--- config.mk ---
export PLATFORM = sky130hd
export DESIGN_NAME = i2c_txn_sequencer_flat
export DESIGN_NICKNAME = d
export VERILOG_FILES = /design/src/rtl/i2c_txn_sequencer_if.sv /design/src/rtl/i2c_txn_sequencer.sv /design/src/flat_wrapper.sv
export SDC_FILE = /design/constraint.sdc
export NUM_CORES = 1
export LEC_CHECK = 0
export CAP_MARGIN = 20
export CORE_MARGIN = 4
export CORE_UTILIZATION = 53
export DETAILED_ROUTE_END_ITERATION = 16
export PLACE_DENSITY_LB_ADDON = 0.2
export SYNTH_ARGS = -nofsm -noshare
export SYNTH_HDL_FRONTEND = slang
export SYNTH_SLANG_ARGS = --single-unit
--- constraint.sdc ---
create_clock -name clk40_i -period 2.25 [get_ports clk40_i]
set_input_delay 0.225 -clock clk40_i [delete_from_list [all_inputs] [get_ports clk40_i]]
set_output_delay 0.225 -clock clk40_i [all_outputs]
set_load 0.01 [all_outputs]
--- src/rtl/i2c_txn_sequencer_if.sv ---
// Bundled handshake/bus signals between the I2C transaction sequencer and its environment
// (control registers, write FIFO, byte engine, readback FIFO).
interface i2c_txn_sequencer_if;
  logic       i2c_start;
  logic       i2c_reset;
  logic       i2c_clr_start;
  logic [7:0] wf_data;
  logic       wf_empty;
  logic       wf_rden;
  logic [1:0] bus_sel;
  logic       eng_go;
  logic [1:0] eng_cmd;
  logic [7:0] eng_tx;
  logic       eng_mack;
  logic       eng_abort;
  logic       eng_done;
  logic       eng_nack;
  logic [7:0] eng_rx;
  logic [7:0] rb_data;
  logic       rb_we;
  logic       rb_full;
  logic [7:0] i2c_status;

  modport master (
    input  i2c_start, i2c_reset, wf_data, wf_empty, eng_done, eng_nack, eng_rx, rb_full,
    output i2c_clr_start, wf_rden, bus_sel, eng_go, eng_cmd, eng_tx, eng_mack, eng_abort,
           rb_data, rb_we, i2c_status
  );

  modport slave (
    output i2c_start, i2c_reset, wf_data, wf_empty, eng_done, eng_nack, eng_rx, rb_full,
    input  i2c_clr_start, wf_rden, bus_sel, eng_go, eng_cmd, eng_tx, eng_mack, eng_abort,
           rb_data, rb_we, i2c_status
  );
endinterface

--- src/rtl/i2c_txn_sequencer.sv ---
// Parses descriptors from the write FIFO and drives one shared I2C byte engine across
// the DAQ/TRG/NVIO links, pushing read bytes to the readback FIFO.
module i2c_txn_sequencer (
  input  logic                       clk40_i,
  input  logic                       rst_i,
  i2c_txn_sequencer_if.master        bus
);

  localparam logic [1:0] CMD_START = 2'b00;
  localparam logic [1:0] CMD_WRITE = 2'b01;
  localparam logic [1:0] CMD_READ  = 2'b10;
  localparam logic [1:0] CMD_STOP  = 2'b11;

  typedef enum logic [3:0] {
    S_IDLE, S_HDR, S_ADDR, S_LEN, S_START, S_SADDR, S_WR, S_RD, S_RBW, S_STOP, S_FLUSH
  } state_t;

  state_t     state_q;
  logic       start_q;
  logic       clr_start_q;
  logic       wf_rden_q;
  logic [1:0] bus_sel_q;
  logic       eng_go_q;
  logic [1:0] eng_cmd_q;
  logic [7:0] eng_tx_q;
  logic       eng_mack_q;
  logic       eng_abort_q;
  logic       pend_q;
  logic [7:0] addr_q;
  logic [7:0] cnt_q;
  logic [7:0] rb_data_q;
  logic       rb_we_q;
  logic       busy_q;
  logic       done_q;
  logic       nack_q;
  logic       under_q;
  logic       bad_q;
  logic [1:0] stat_bus_q;

  logic start_rise;
  assign start_rise = bus.i2c_start & ~start_q;

  always_ff @(posedge clk40_i or posedge rst_i) begin
    if (rst_i) begin
      state_q     <= S_IDLE;
      start_q     <= 1'b0;
      clr_start_q <= 1'b0;
      wf_rden_q   <= 1'b0;
      bus_sel_q   <= 2'd0;
      eng_go_q    <= 1'b0;
      eng_cmd_q   <= CMD_START;
      eng_tx_q    <= 8'h00;
      eng_mack_q  <= 1'b0;
      eng_abort_q <= 1'b0;
      pend_q      <= 1'b0;
      addr_q      <= 8'h00;
      cnt_q       <= 8'h00;
      rb_data_q   <= 8'h00;
      rb_we_q     <= 1'b0;
      busy_q      <= 1'b0;
      done_q      <= 1'b0;
      nack_q      <= 1'b0;
      under_q     <= 1'b0;
      bad_q       <= 1'b0;
      stat_bus_q  <= 2'd0;
    end else begin
      start_q     <= bus.i2c_start;
      clr_start_q <= 1'b0;
      wf_rden_q   <= 1'b0;
      eng_go_q    <= 1'b0;
      eng_abort_q <= 1'b0;
      rb_we_q     <= 1'b0;

      if (bus.i2c_reset) begin
        // Soft abort wins over everything, including a coincident ENG_DONE.
        state_q     <= S_IDLE;
        eng_abort_q <= pend_q;
        pend_q      <= 1'b0;
        busy_q      <= 1'b0;
        done_q      <= 1'b0;
        nack_q      <= 1'b0;
        under_q     <= 1'b0;
        bad_q       <= 1'b0;
        stat_bus_q  <= 2'd0;
      end else begin
        // A pop in flight leaves a stale head/empty for one cycle, so FIFO-reading
        // states wait while wf_rden_q is high.
        case (state_q)
          S_IDLE: begin
            if (start_rise) begin
              clr_start_q <= 1'b1;
              busy_q      <= 1'b1;
              done_q      <= 1'b0;
              nack_q      <= 1'b0;
              under_q     <= 1'b0;
              bad_q       <= 1'b0;
              state_q     <= S_HDR;
            end
          end
          S_HDR: begin
            if (!wf_rden_q) begin
              if (bus.wf_empty) begin
                busy_q  <= 1'b0;
                done_q  <= 1'b1;
                state_q <= S_IDLE;
              end else begin
                wf_rden_q  <= 1'b1;
                bus_sel_q  <= bus.wf_data[1:0];
                stat_bus_q <= bus.wf_data[1:0];
                if (bus.wf_data[1:0] == 2'd3) begin
                  bad_q   <= 1'b1;
                  state_q <= S_FLUSH;
                end else begin
                  state_q <= S_ADDR;
                end
              end
            end
          end
          S_ADDR, S_LEN: begin
            if (!wf_rden_q) begin
              if (bus.wf_empty) begin
                under_q <= 1'b1;
                state_q <= S_FLUSH;
              end else begin
                wf_rden_q <= 1'b1;
                if (state_q == S_ADDR) begin
                  addr_q  <= bus.wf_data;
                  state_q <= S_LEN;
                end else begin
                  cnt_q   <= bus.wf_data;
                  state_q <= S_START;
                end
              end
            end
          end
          S_START: begin
            if (!pend_q) begin
              eng_go_q   <= 1'b1;
              eng_cmd_q  <= CMD_START;
              eng_mack_q <= 1'b0;
              pend_q     <= 1'b1;
            end else if (bus.eng_done) begin
              pend_q  <= 1'b0;
              state_q <= S_SADDR;
            end
          end
          S_SADDR: begin
            if (!pend_q) begin
              eng_go_q   <= 1'b1;
              eng_cmd_q  <= CMD_WRITE;
              eng_tx_q   <= addr_q;
              eng_mack_q <= 1'b0;
              pend_q     <= 1'b1;
            end else if (bus.eng_done) begin
              pend_q <= 1'b0;
              if (bus.eng_nack) begin
                nack_q  <= 1'b1;
                state_q <= S_STOP;
              end else if (cnt_q == 8'd0) begin
                state_q <= S_STOP;
              end else if (addr_q[0]) begin
                state_q <= S_RD;
              end else begin
                state_q <= S_WR;
              end
            end
          end
          S_WR: begin
            if (!pend_q) begin
              if (!wf_rden_q) begin
                if (bus.wf_empty) begin
                  under_q <= 1'b1;
                  state_q <= S_STOP;
                end else begin
                  wf_rden_q  <= 1'b1;
                  eng_go_q   <= 1'b1;
                  eng_cmd_q  <= CMD_WRITE;
                  eng_tx_q   <= bus.wf_data;
                  eng_mack_q <= 1'b0;
                  pend_q     <= 1'b1;
                end
              end
            end else if (bus.eng_done) begin
              pend_q <= 1'b0;
              cnt_q  <= cnt_q - 8'd1;
              if (bus.eng_nack) begin
                nack_q  <= 1'b1;
                state_q <= S_STOP;
              end else if (cnt_q == 8'd1) begin
                state_q <= S_STOP;
              end
            end
          end
          S_RD: begin
            if (!pend_q) begin
              if (!bus.rb_full) begin
                eng_go_q   <= 1'b1;
                eng_cmd_q  <= CMD_READ;
                eng_mack_q <= (cnt_q != 8'd1);
                pend_q     <= 1'b1;
              end
            end else if (bus.eng_done) begin
              pend_q    <= 1'b0;
              rb_data_q <= bus.eng_rx;
              rb_we_q   <= 1'b1;
              state_q   <= S_RBW;
            end
          end
          S_RBW: begin
            cnt_q   <= cnt_q - 8'd1;
            state_q <= (cnt_q == 8'd1) ? S_STOP : S_RD;
          end
          S_STOP: begin
            if (!pend_q) begin
              eng_go_q   <= 1'b1;
              eng_cmd_q  <= CMD_STOP;
              eng_mack_q <= 1'b0;
              pend_q     <= 1'b1;
            end else if (bus.eng_done) begin
              pend_q  <= 1'b0;
              state_q <= (nack_q || under_q) ? S_FLUSH : S_HDR;
            end
          end
          S_FLUSH: begin
            if (!wf_rden_q) begin
              if (bus.wf_empty) begin
                busy_q  <= 1'b0;
                done_q  <= 1'b1;
                state_q <= S_IDLE;
              end else begin
                wf_rden_q <= 1'b1;
              end
            end
          end
          default: state_q <= S_IDLE;
        endcase
      end
    end
  end

  assign bus.i2c_clr_start = clr_start_q;
  assign bus.wf_rden       = wf_rden_q;
  assign bus.bus_sel       = bus_sel_q;
  assign bus.eng_go        = eng_go_q;
  assign bus.eng_cmd       = eng_cmd_q;
  assign bus.eng_tx        = eng_tx_q;
  assign bus.eng_mack      = eng_mack_q;
  assign bus.eng_abort     = eng_abort_q;
  assign bus.rb_data       = rb_data_q;
  assign bus.rb_we         = rb_we_q;
  assign bus.i2c_status    = {stat_bus_q, 1'b0, bad_q, under_q, nack_q, done_q, busy_q};

endmodule

--- src/flat_wrapper.sv ---
// flat-port wrapper written by rule: the top's interface ports become plain ports
module i2c_txn_sequencer_flat 
  (clk40_i, rst_i, bus_i2c_start, bus_i2c_reset, bus_wf_data, bus_wf_empty, bus_eng_done, bus_eng_nack, bus_eng_rx, bus_rb_full, bus_i2c_clr_start, bus_wf_rden, bus_bus_sel, bus_eng_go, bus_eng_cmd, bus_eng_tx, bus_eng_mack, bus_eng_abort, bus_rb_data, bus_rb_we, bus_i2c_status);
  i2c_txn_sequencer_if bus_i ();
  input  logic clk40_i;
  input  logic rst_i;
  input wire logic [$bits(bus_i.i2c_start)-1:0] bus_i2c_start;
  input wire logic [$bits(bus_i.i2c_reset)-1:0] bus_i2c_reset;
  input wire logic [$bits(bus_i.wf_data)-1:0] bus_wf_data;
  input wire logic [$bits(bus_i.wf_empty)-1:0] bus_wf_empty;
  input wire logic [$bits(bus_i.eng_done)-1:0] bus_eng_done;
  input wire logic [$bits(bus_i.eng_nack)-1:0] bus_eng_nack;
  input wire logic [$bits(bus_i.eng_rx)-1:0] bus_eng_rx;
  input wire logic [$bits(bus_i.rb_full)-1:0] bus_rb_full;
  output wire logic [$bits(bus_i.i2c_clr_start)-1:0] bus_i2c_clr_start;
  output wire logic [$bits(bus_i.wf_rden)-1:0] bus_wf_rden;
  output wire logic [$bits(bus_i.bus_sel)-1:0] bus_bus_sel;
  output wire logic [$bits(bus_i.eng_go)-1:0] bus_eng_go;
  output wire logic [$bits(bus_i.eng_cmd)-1:0] bus_eng_cmd;
  output wire logic [$bits(bus_i.eng_tx)-1:0] bus_eng_tx;
  output wire logic [$bits(bus_i.eng_mack)-1:0] bus_eng_mack;
  output wire logic [$bits(bus_i.eng_abort)-1:0] bus_eng_abort;
  output wire logic [$bits(bus_i.rb_data)-1:0] bus_rb_data;
  output wire logic [$bits(bus_i.rb_we)-1:0] bus_rb_we;
  output wire logic [$bits(bus_i.i2c_status)-1:0] bus_i2c_status;
  assign bus_i.i2c_start = bus_i2c_start;
  assign bus_i.i2c_reset = bus_i2c_reset;
  assign bus_i.wf_data = bus_wf_data;
  assign bus_i.wf_empty = bus_wf_empty;
  assign bus_i.eng_done = bus_eng_done;
  assign bus_i.eng_nack = bus_eng_nack;
  assign bus_i.eng_rx = bus_eng_rx;
  assign bus_i.rb_full = bus_rb_full;
  assign bus_i2c_clr_start = bus_i.i2c_clr_start;
  assign bus_wf_rden = bus_i.wf_rden;
  assign bus_bus_sel = bus_i.bus_sel;
  assign bus_eng_go = bus_i.eng_go;
  assign bus_eng_cmd = bus_i.eng_cmd;
  assign bus_eng_tx = bus_i.eng_tx;
  assign bus_eng_mack = bus_i.eng_mack;
  assign bus_eng_abort = bus_i.eng_abort;
  assign bus_rb_data = bus_i.rb_data;
  assign bus_rb_we = bus_i.rb_we;
  assign bus_i2c_status = bus_i.i2c_status;
  i2c_txn_sequencer u_core (.clk40_i(clk40_i), .rst_i(rst_i), .bus(bus_i));
endmodule
==> flow_metrics.tcl <==
set metrics [dict create \
    dp_cells 466 \
    diodes 0 \
    ant_nets 0 \
    power_uw 4420 \
    finalCritPeriodShare_pct 94.6 \
    finalMaxSlewViolations 0 \
    synthFlopType "dfrtp_1" \
    min_period_ns 2.13 \
    pre_cts_ws_ns 0.125 \
    ys_seq_elements 55 \
    syn_area_mm2 0.00324 \
    r2r-start "u_core.state_q[0]" \
    root_buffer "clkbuf_8" \
    path_max_fanout 13 \
    yosysTopAreaCell "dfrtp_1" \
    setup_ws_ns 0.121 \
    synth_edf_count 0 \
    cts-htree-levels 2 \
    dieWidth_um 86.2 \
    critPathLaunchType "register" \
    post-cts-setup-buffers 0 \
    coreArea_mm2 0.00592 \
    fp.dieArea_mm2 0.00742 \
    place_congestion 0.913 \
    fin_util_pct 68.7 \
    synth_cell_types 68 \
    rows 28 \
    drt_wl_total_mm 8.02 \
    crit_arrival_ns 2.33 \
    start_util_pct 54.7 \
    cts.sinks 55 \
    layout.nets 425 \
    finClkSkew_ns 0.0130 \
    grt_pass1_wl_mm 13.7 \
    drt_iter0_drc 192 \
    ys_seq_area_share_pct 42.5 \
    cts_tree "built" \
    r2r_slack_ns 0.12 \
    clk_path_buf_depth 2 \
    post_drt_wl_per_cell_um 16.9 \
    clk-insertion-delay-late_ns 0.31 \
    powerDensity_mw_per_mm2 1090 \
    rsz0062_at_grt "no" \
    dp_hpwl_mm 6.21 \
    crit_path_end_kind "register" \
    worst_pin_slew_ns 0.535 \
    clk_pin_slew_ns 0.11 \
    dr.pass1.iters 4 \
    drive_gt1_share_pct 19.5 \
    ys.warnings.count 0 \
    ys_async_sr_fraction_pct 100 \
    setup_tns_ns 0 \
    hold_class "in -> async" \
    io_buffer_count 56 \
    fmax_mhz 470 \
    setup_viol 0 \
    cts_buffers 5 \
    antenna_found_initial 0 \
    r2r-end "u_core.bus.eng_mack" \
    cts_resized 0 \
    grtUsageTotal_pct 23.2 \
    io_pins 58 \
    synth_top_area_share_pct 42.5 \
    slew-limit-headroom_pct 64.3 \
    hold_violations 0 \
    rr_worst_depth 6 \
    ir_drop_uv 648 \
    cap_violations 0 \
    synth.area.top_cells "dfrtp_1 (43%), mux2_2 (7.7%), a21oi_1 (4.0%)" \
    grt_remaining_overflow 0 \
    power_leakage_uw 0.00174 \
    status "finished, final reports clean" \
    worstSetupPathType "reg -> reg" \
    die_h_um 86.2 \
    avgSynthCellArea_um2 9.78 \
    grt_pass1_vias 2906 \
    final_cells 474 \
    dr_total_vias 2759 \
    final_cell_mix "clkdlybuf4s50_1 (56), dfrtp_1 (55), nor2_1 (34), buf_4 (28), a21oi_1 (26)" \
    final_common_cell "clkdlybuf4s50_1" \
    drc 0 \
    worstPathRequired_ns 2.45 \
    viasPerCell 5.82 \
    grt_max_degree 47 \
    cts_hold_buf 0 \
    syn-num-nets 358 \
    syn_inst 331 \
    area_delta_synth_final_pct 25.6 \
]
==> layer usage <==
| layer | GRT usage, % | routed length, um | vias to the layer above |
|---|---|---|---|
| met5 | 0 | 0 | - |
| li1 | - | - | 1325 |
| met3 | 4.13 | 377 | 21 |
| met2 | 39.2 | 4020 | 82 |
| met4 | 10.2 | 209 | 0 |
| met1 | 29.0 | 3420 | 1331 |
==> layout make-up <==
cell class,instances,area [um^2]
repair buffers,86,811
inverters,14,52.6
flip-flops and latches,55,1380
multi-input cells,236,1640
clock inverters,3,22.5
well taps,75,93.8
clock buffers,5,68.8
fillers,488,1850
==> synth_stat cells (6+ instances only) <==
| library cell | instances |
|---|---|
| nand2_1 | 17 |
| nor2_1 | 34 |
| nand3_1 | 9 |
| buf_2 | 7 |
| nand2b_1 | 7 |
| o21ai_1 | 6 |
| buf_4 | 12 |
| mux2i_1 | 13 |
| dfrtp_1 | 55 |
| o21ai_0 | 19 |
| mux2_2 | 22 |
| inv_1 | 14 |
| nor3_1 | 8 |
| nor2b_1 | 6 |
| a21oi_1 | 26 |
==> how the worst max path moves through the flow <==
stage,start,endpoint,depth (start not counted)
4_1_cts,u_core.state_q[0],u_core.bus.eng_mack,6
5_1_grt,u_core.state_q[0],u_core.bus.eng_mack,6
2_1_floorplan,u_core.pend_q,u_core.state_q[0],6
6_report,u_core.state_q[0],u_core.bus.eng_mack,6
3_3_place_gp,bus_wf_empty,u_core.cnt_q[6],6
3_5_place_dp,bus_wf_empty,u_core.cnt_q[3],6
==> sequential cells by signal, summed over array words and instances (netlist names), 2 cells and up <==
signal	cells
u_core.bus.rb_data	8
u_core.stat_bus_q	2
u_core.bus.bus_sel	2
u_core.cnt_q	8
u_core.bus.eng_cmd	2
u_core.bus.eng_tx	8
u_core.addr_q	8
u_core.state_q	4
==> cells by family after synthesis <==
group           share of synthesized area, %
compound gates                          18.6
fa+ha+maj                               1.16
buf+inv                                 6.76
flops                                   42.5
mux                                     12.6
other cells                            0.116
simple gates                            18.2
==> power breakdown <==
part / total, uW / internal [uW] / leakage [uW] / switching [uW]
registers: 1600 / 1310 / 0.000716 / 290
clock network: 565 / 224 / 0.0000485 / 341
logic: 2250 / 1130 / 0.000971 / 1120
==> critical path, stage by stage, from the launching register on <==
cell,delay [ns]
dfrtp_1,0.48
buf_4,0.24
nand4bb_1,0.19
o21ai_1,0.17
nor2_1,0.09
o221ai_1,0.45
mux2_2,0.39
==> metrics by stage <==
| step | instance area [um^2] | hold slack (ns) |
|---|---|---|
| 6_report | 4070 | 0.132 |
| 3_5_place_dp | 3980 | 0.484 |
| 3_3_place_gp | 3980 | 0.477 |
| 5_1_grt | 4070 | 0.150 |
| 4_1_cts | 4070 | 0.129 |
| 2_1_floorplan | 3240 | 0.256 |
Note: power is estimated with default switching activity, not from simulation.
